`config.mk`:
```
export PLATFORM = sky130hd
export DESIGN_NAME = ifu_fetch
export DESIGN_NICKNAME = d
export VERILOG_FILES = /design/src/rtl/ifu_fetch.sv
export SDC_FILE = /design/constraint.sdc
export NUM_CORES = 1
export LEC_CHECK = 0
export BUFFER_PORTS_ARGS = -buffer_cell sky130_fd_sc_hd__buf_2
export CORE_UTILIZATION = 41
export DETAILED_ROUTE_END_ITERATION = 10
export GPL_ROUTABILITY_DRIVEN = 1
export HOLD_SLACK_MARGIN = 0.02
export PLACE_DENSITY_LB_ADDON = 0.3
export SLEW_MARGIN = 5
export SYNTH_ARGS = -nofsm -noshare
export SYNTH_HDL_FRONTEND = slang
export SYNTH_SLANG_ARGS = --single-unit
```
`constraint.sdc`:
```
create_clock -name clk -period 1.7 [get_ports clk]
set_input_delay 0.17 -clock clk [delete_from_list [all_inputs] [get_ports clk]]
set_output_delay 0.17 -clock clk [all_outputs]
set_load 0.1 [all_outputs]
```
`src/rtl/ifu_fetch.sv`:
```
// Single-outstanding instruction fetch unit: REQ/WAIT/VALID handshake toward imem and decoder.
// Optional performance counters are enabled by defining IFU_PERF_COUNTERS_EN.
module ifu_fetch #(
    parameter logic [31:0] RESET_PC   = 32'h8000_0000,
    parameter int unsigned DATA_WIDTH = 32
) (
    input  logic                  clk,
    input  logic                  rst,
    output logic                  imem_req_valid,
    input  logic                  imem_req_ready,
    output logic [DATA_WIDTH-1:0] imem_addr,
    input  logic                  imem_rsp_valid,
    input  logic [DATA_WIDTH-1:0] imem_rsp_data,
    input  logic                  imem_rsp_err,
    output logic                  inst_valid,
    input  logic                  inst_ready,
    output logic [DATA_WIDTH-1:0] pc,
    output logic [DATA_WIDTH-1:0] inst,
    input  logic [DATA_WIDTH-1:0] dnpc,
    output logic                  fault,
    output logic [1:0]            fault_cause,
    output logic [31:0]           perf_fetch_cnt,
    output logic [31:0]           perf_stall_cnt
);

    localparam logic [DATA_WIDTH-1:0] NopInst = 32'h0000_0013;

    typedef enum logic [2:0] {
        StIdle,
        StReq,
        StWait,
        StValid,
        StFault
    } state_e;

    state_e                state_q, state_d;
    logic [DATA_WIDTH-1:0] pc_q, pc_d;
    logic [DATA_WIDTH-1:0] inst_q, inst_d;
    logic [1:0]            cause_q, cause_d;

    always_ff @(posedge clk) begin
        if (rst) begin
            state_q <= StIdle;
            pc_q    <= RESET_PC;
            inst_q  <= NopInst;
            cause_q <= 2'b00;
        end else begin
            state_q <= state_d;
            pc_q    <= pc_d;
            inst_q  <= inst_d;
            cause_q <= cause_d;
        end
    end

    always_comb begin
        state_d = state_q;
        pc_d    = pc_q;
        inst_d  = inst_q;
        cause_d = cause_q;
        unique case (state_q)
            StIdle: state_d = StReq;
            StReq: begin
                if (imem_req_ready) state_d = StWait;
            end
            StWait: begin
                // Responses are only meaningful here; other states drop them.
                if (imem_rsp_valid) begin
                    if (imem_rsp_err) begin
                        state_d = StFault;
                        cause_d = 2'b01;
                    end else begin
                        inst_d  = imem_rsp_data;
                        state_d = StValid;
                    end
                end
            end
            StValid: begin
                if (inst_ready) begin
                    if (dnpc[1:0] == 2'b00) begin
                        pc_d    = dnpc;
                        state_d = StReq;
                    end else begin
                        state_d = StFault;
                        cause_d = 2'b10;
                    end
                end
            end
            StFault: state_d = StFault;
            default: state_d = StIdle;
        endcase
    end

    assign imem_req_valid = (state_q == StReq);
    assign imem_addr      = pc_q;
    assign inst_valid     = (state_q == StValid);
    assign pc             = pc_q;
    assign inst           = inst_q;
    assign fault          = (state_q == StFault);
    assign fault_cause    = cause_q;

`ifdef IFU_PERF_COUNTERS_EN
    logic [31:0] fetch_cnt_q, stall_cnt_q;

    // A fetch is incomplete from the first REQ cycle until its response arrives.
    always_ff @(posedge clk) begin
        if (rst) begin
            fetch_cnt_q <= '0;
            stall_cnt_q <= '0;
        end else begin
            if (state_q == StValid && inst_ready) fetch_cnt_q <= fetch_cnt_q + 32'd1;
            if (state_q == StReq || (state_q == StWait && !imem_rsp_valid)) begin
                stall_cnt_q <= stall_cnt_q + 32'd1;
            end
        end
    end

    assign perf_fetch_cnt = fetch_cnt_q;
    assign perf_stall_cnt = stall_cnt_q;
`else
    assign perf_fetch_cnt = 32'd0;
    assign perf_stall_cnt = 32'd0;
`endif

endmodule

```
Yosys cells after proc, flatten, opt, wreduce, memory -nomap -nowiden
Cells that the tools add are included.
Widths: inputs -> output; s select.
{"block": "op_classes", "eq_ne": 9, "muxes": 11, "n_bitwise": 1, "reduce_logical": 7}
{"operator": "$mux 3", "n": 5}
{"operator": "$pmux 3 s5", "n": 1}
{"operator": "$reduce_and 3->1", "n": 3}
{"operator": "$mux 2", "n": 4}
{"operator": "$eq 3x2->1 const B", "n": 2}
{"operator": "$ne 2x2->1 const B", "n": 3}
{"operator": "$reduce_and 5->1", "n": 1}
{"operator": "$ne 2x1->1 const B", "n": 2}
{"operator": "$pmux 2 s2", "n": 1}
{"operator": "$eq 3x1->1 const B", "n": 1}
{"operator": "$eq 3x3->1 const B", "n": 1}
{"operator": "$logic_not 3->1", "n": 1}
{"operator": "$logic_not 2->1", "n": 1}
{"operator": "$reduce_bool 2->1", "n": 1}
{"operator": "$not 1->1", "n": 1}
{"block": "word_totals", "reg_bits": 69, "input_bits": 70}

Longest topological paths before layout
Gate-level depths: netlist of the first run.
{"block": "depth", "ltp_word": 4, "mapped_depth": 7}

Least setup slack after synthesis of the first run
No wires, ideal clock.
{"block": "synth_timing", "kind": "reg2out", "from": "register state_q[0]", "to": "output port fault", "arrival_time_ns": 2.726, "setup_slack_ns": -1.196, "path_stages_with_launch": 3, "cell_sequence": "dfxtp_1 > clkbuf_1 > nor3b_1"}
{"block": "synth_between", "elab_chain_cells": 1}
{"element": "start: declaration", "line_no": "36", "rtl": "state_e state_q, state_d;"}
{"element": "start signal: assignment", "line_no": "43", "rtl": "state_q <= StIdle;"}
{"element": "start signal: assignment", "line_no": "48", "rtl": "state_q <= state_d;"}
{"element": "$eq 3x3->1", "line_no": "98", "rtl": "assign fault = (state_q == StFault);"}
{"element": "end: declaration", "line_no": "20", "rtl": "output logic fault,"}
Every way passes these cells.

Final worst setup path of the first run
Same ends and word-level chain as after synthesis.

==> results of run 1 <==
-- worst paths after layout --
kind	start	endpoint	slack, ps	cells after the start
setup reg to reg	state_q[0]	inst[20]	190	5
setup / recovery	state_q[0]	fault	60	3
hold reg to reg	inst[7]	inst[7]	450	2
hold / removal	imem_rsp_data[0]	inst[0]	40	3
-- where the power goes --
group | total [mW] | internal (mW) | switching (mW)
logic | 2.14 | 0.416 | 1.73
clock network | 1.37 | 0.757 | 0.610
registers | 1.82 | 1.72 | 0.103
-- worst reg2reg max path, stage by stage (launching register included) --
cell     delay (ps)
dfxtp_4         370
nor2_1          390
and3_1          280
buf_12          190
nand2_1          80
a21oi_1         120
-- stage by stage --
step	instance area, um2	utilization [%]	hold slack, ps
2_1_floorplan	3560	-	294
3_3_place_gp	3820	49.2	382
3_5_place_dp	3820	49.2	388
4_1_cts	4040	51.9	21.6
5_1_grt	4040	52.0	42.8
6_report	4040	52.0	43.9
-- area by class of cell --
type	count	area (um2)	area share [%]
clock buffer	11	151	3.75
clock inverter	5	58.8	1.46
multi-input combinational	288	1320	32.7
sequential	69	1390	34.3
tap	102	128	3.16
timing repair buffer	180	993	24.6
-- per-layer routing --
| layer | vias up | track usage, % | wire [um] | part of all wire [%] |
|---|---|---|---|---|
| met5 | - | 0 | 0 | 0 |
| met4 | 0 | 7.42 | 107 | 1.4 |
| met3 | 9 | 4.39 | 621 | 8.3 |
| met2 | 136 | 30.5 | 3660 | 49 |
| met1 | 1302 | 20.0 | 3100 | 41 |
| li1 | 1431 | - | - | - |
-- registers in the layout, summed over array words and instances (netlist names) --
signal	flops
imem_addr	32
inst	32
state_q	3
fault_cause	2
-- repair_timing --
action | 4_1_cts | 5_1_grt
setup endpoints to repair | 3 | 1
gates resized for setup | 2 | 1
hold buffers | 0 | 0
-- cell usage after synthesis (2+ instances only) --
| master | instances | area share (%) |
|---|---|---|
| nand2_1 | 125 | 14 |
| buf_4 | 99 | 22 |
| dfxtp_1 | 69 | 42 |
| a21oi_1 | 61 | 9.2 |
| clkbuf_1 | 9 | 1.0 |
| buf_2 | 8 | 1.2 |
| nor2_1 | 7 | 0.79 |
| buf_6 | 4 | 1.4 |
| nand3b_1 | 4 | 0.91 |
| nor3b_1 | 4 | 0.91 |
| mux2i_1 | 2 | 0.61 |
| nand2b_1 | 2 | 0.38 |
| nand3_1 | 2 | 0.30 |
| nor2b_1 | 2 | 0.38 |
| nor3_1 | 2 | 0.30 |
-- cells by family (layout without fill, tap and decap cells) --
family                 Yosys count  count (layout)  share of synthesized area (%)
flip-flops                      69              69                           41.8
multiplexers                     2               2                          0.605
buffers and inverters          120             196                           26.1
AND/OR/NAND/NOR                155             155                           20.3
other                            1              64                          0.113
AO/OA/AOI/OAI                   67              67                           11.2
==> metrics.yaml, run 1 <==
status: "finished, final reports clean"
layout_common_cells: "168 x buf_2, 125 x nand2_1, 67 x dfxtp_1, 64 x conb_1, 61 x a21oi_1"
drcViolationCount: 0
synth_cell_type_count: 29
cp-start-kind: "flip-flop"
vias: 2878
numPortBuffers: 170
crit_path_max_incr_delay_ps: 450
ys_ff_latch: 69
finalCritPeriodShare_pct: 96.3
ant_nets: 0
dpl.hpwl_um: 5540
synth_ff_type: "dfxtp_1"
drt_iter0_drc: 49
synth_edf_count: 0
avgSynthCellArea_um2: 7.99
fin_cells: 655
rsz0062_at_grt: "false"
fp.dieH_um: 91.8
worst_setup_path_end_kind: "primary output"
cts_max_path_buffers: 2
syn_to_final_growth_pct: 22.0
cts_root_buffer: "clkbuf_8"
critPathRequiredTime_ps: 1530
dp_cells: 639
wl_um: 7490
grt_pass1_vias: 2502
critical_path_buf_inv_count: 2
synth_seq_area_share_pct: 41.8
max_freq_mhz: 611
power_mw: 5.33
grt_max_degree: 33
max_slew.worst_pin.slew_ps: 564
grt_usage_pct: 17.4
boundaryPins: 235
cp_slowest_cell: "buf_2"
dp_slack_ps: 156
antenna_found_initial: 0
synth_cells: 414
drv_cap: 0
p_per_area_nw_per_um2: 1320
async_flop_share_pct: 0
setup_ws_ps: 62.5
max-slew-margin-rel_pct: 62.4
fin_nets: 618
grt_pass1_wl_um: 11600
cp_data_arrival_time_ps: 1470
clkLatencyLatePin_ps: 340
yosys_warnings: 0
clkTransAtPathRegs_ps: 80
htree_num_levels: 3
final-hold-violation-count: 0
avgRoutedWirePerCell_um: 11.4
final_common_cell: "buf_2"
vdd_drop_max_mv: 0.600
floorplan.initialDensity_pct: 42.6
syn-cell-area_um2: 3310
tns_ps: 0
finalMaxSlewViolations: 0
hp-class: "in -> reg"
drive_gt1_share_pct: 36.9
dieWidth_um: 91.8
gp_congestion: 0.751
cts_setup_buffers: 0
cts_buffers: 9
critPathKind: "reg -> out"
dr.pass1.iters: 4
path_cells: "buf_4 -> nor3b_4 -> buf_2"
grt.overflow.total: 0
num_rows: 32
finalSetupViolations: 0
dieArea_um2: 8430
fillerInstances: 794
cp_top_family: "buffers and inverters"
period_needed_ps: 1640
cp_max_fo: 9
cts_tree: "built"
design.core.area_um2: 7770
skew_ps: 15.1
diodes: 0
cts_sinks: 69
routed_via_density: 4.39
p_leak_nw: 1.98
No activity file was read; power rests on OpenSTA's default activity.
==> inputs of run 2 (changes only) <==
--- a/config.mk
+++ b/config.mk
@@ -6,7 +6,8 @@
 export NUM_CORES = 1
 export LEC_CHECK = 0
 export BUFFER_PORTS_ARGS = -buffer_cell sky130_fd_sc_hd__buf_2
-export CORE_UTILIZATION = 41
+export CORE_ASPECT_RATIO = 0.6
+export CORE_UTILIZATION = 44
 export DETAILED_ROUTE_END_ITERATION = 10
 export GPL_ROUTABILITY_DRIVEN = 1
 export HOLD_SLACK_MARGIN = 0.02
==> constraint.sdc (replaced) <==
create_clock -name clk -period 1.9 [get_ports clk]
set_input_delay 0.19 -clock clk [delete_from_list [all_inputs] [get_ports clk]]
set_output_delay 0.19 -clock clk [all_outputs]
set_load 0.1 [all_outputs]
==> run 2 against run 1 <==
Sequential power is 11% lower. Utilization increased by 3.9 points. Register-to-register slack better by 140 ps. Routed wire length decreased by 2.4%. Worst setup slack better by 77 ps. Critical path depth unchanged. Count of clock-buffer cells in the layout grew 1. Flip-flop and latch count unchanged. Highest routed layer unchanged.
==> metrics.yaml, run 2 (synthesis results as in run 1) <==
p_clk_share_pct: 32.1
vias: 2813
max-slew-margin-rel_pct: 64.6
hp-class: "in -> reg"
clkLatencyLatePin_ps: 320
max_freq_mhz: 568
placed_area_um2: 3760
diodes: 0
routed_via_density: 4.29
p_sw_mw: 2.18
final-hold-violation-count: 0
dieWidth_um: 114
critPathRequiredTime_ps: 1710
wl_um: 7310
grt_usage_pct: 18.6
cts_buffers: 9
design.core.area_um2: 7270
antenna_found_initial: 0
finalCritPeriodShare_pct: 92.7
holdBufCountCts: 0
final_cell_area_um2: 4060
skew_ps: 4.76
fp.dieH_um: 69.2
combPwrFrac_pct: 35.8
cts_setup_buffers: 0
finalSetupViolations: 0
floorplan.initialDensity_pct: 45.5
dpl.hpwl_um: 5510
boundaryPins: 235
seq_power_share_pct: 32.1
p_per_area_nw_per_um2: 1240
critPathKind: "reg -> out"
cp_data_arrival_time_ps: 1570
p_int_mw: 2.87
grt_pass1_vias: 2485
rsz0062_at_grt: "false"
p_leak_nw: 2.01
setup_ws_ps: 139
syn_to_final_growth_pct: 22.7
holdWs_ps: 76.7
cp_max_fo: 8
tns_ps: 0
path_cells: "nor2b_1 -> nor2b_2 -> buf_2"
dp_cells: 640
clkTransAtPathRegs_ps: 50
cp-start-kind: "flip-flop"
drcViolationCount: 0
gp_congestion: 0.916
period_needed_ps: 1760
dieArea_um2: 7880
grt_pass1_wl_um: 11500
power_mw: 5.05
netSwitchingFraction_pct: 43.1
dp_slack_ps: 346
num_rows: 24
cp_slowest_cell: "dfxtp_1"
drt_iter0_drc: 122
dr.pass1.iters: 4
final_common_cell: "buf_2"
worst_setup_path_end_kind: "primary output"
vdd_drop_max_mv: 0.759
ant_nets: 0
grt_max_degree: 35
fin_cells: 656
fillerInstances: 698
cts_sinks: 69
finalMaxSlewViolations: 0
cts_resized: 0
cts_root_buffer: "clkbuf_16"
grt.overflow.total: 0
fin_util_pct: 55.9
max_slew.worst_pin.slew_ps: 530
fin_nets: 617
status: "finished, final reports clean"
crit_path_max_incr_delay_ps: 450
cts_max_path_buffers: 2
drive_gt1_share_pct: 36.1
htree_num_levels: 3
cts_tree: "built"
avgRoutedWirePerCell_um: 11.1
numPortBuffers: 170
layout_common_cells: "169 x buf_2, 125 x nand2_1, 69 x dfxtp_1, 64 x conb_1, 61 x a21oi_1"
drv_cap: 0
run 2: changes by cell type in the layout (fill, tap and decap cells not counted), sizes merged:
cell	previous run	this run
clkbuf	11	13
clkinvlp	2	1
buf	180	178
run 2: path summary, 6_finish.rpt:
kind / slack (ps) / endpoint / cells past startpoint / startpoint
max: 140 / imem_req_valid / 3 / state_q[0]
min: 80 / inst[0] / 3 / imem_rsp_data[0]
max reg2reg: 330 / inst[3] / 5 / state_q[0]
min reg2reg: 450 / inst[13] / 2 / inst[13]
run 2: metal layers:
metal  vias to the layer above  wire length, um  GRT usage [%]
met5                         -                0              0
met4                         0               76           6.64
met3                         8              680           8.44
met2                       114             3540           30.5
met1                      1261             3020           21.2
li1                       1430                -              -
run 2: layout make-up:
type / instances / area (um2) / area share (%)
Sequential cell: 69 / 1380 / 34.0
Multi-Input combinational cell: 288 / 1310 / 32.2
Timing Repair Buffer: 179 / 946 / 23.3
Clock buffer: 12 / 246 / 6.07
Tap cell: 104 / 130 / 3.20
Clock inverter: 4 / 47.5 / 1.17
run 2: power groups by stage:
stage	clock network (mW)	registers, mW	logic, mW
6_report	1.62	1.62	1.81
5_1_grt	1.74	1.64	1.88
4_1_cts	1.67	1.62	1.81
3_3_place_gp	0	1.65	1.79
3_5_place_dp	0	1.65	1.80
2_1_floorplan	0	2.02	1.32
run 2: critical path, delay by kind of cell (launching register included):
| family | cells | cell delay (ps) |
|---|---|---|
| AND/OR/NAND/NOR | 2 | 370 |
| buffers and inverters | 1 | 430 |
| flip-flops | 1 | 450 |
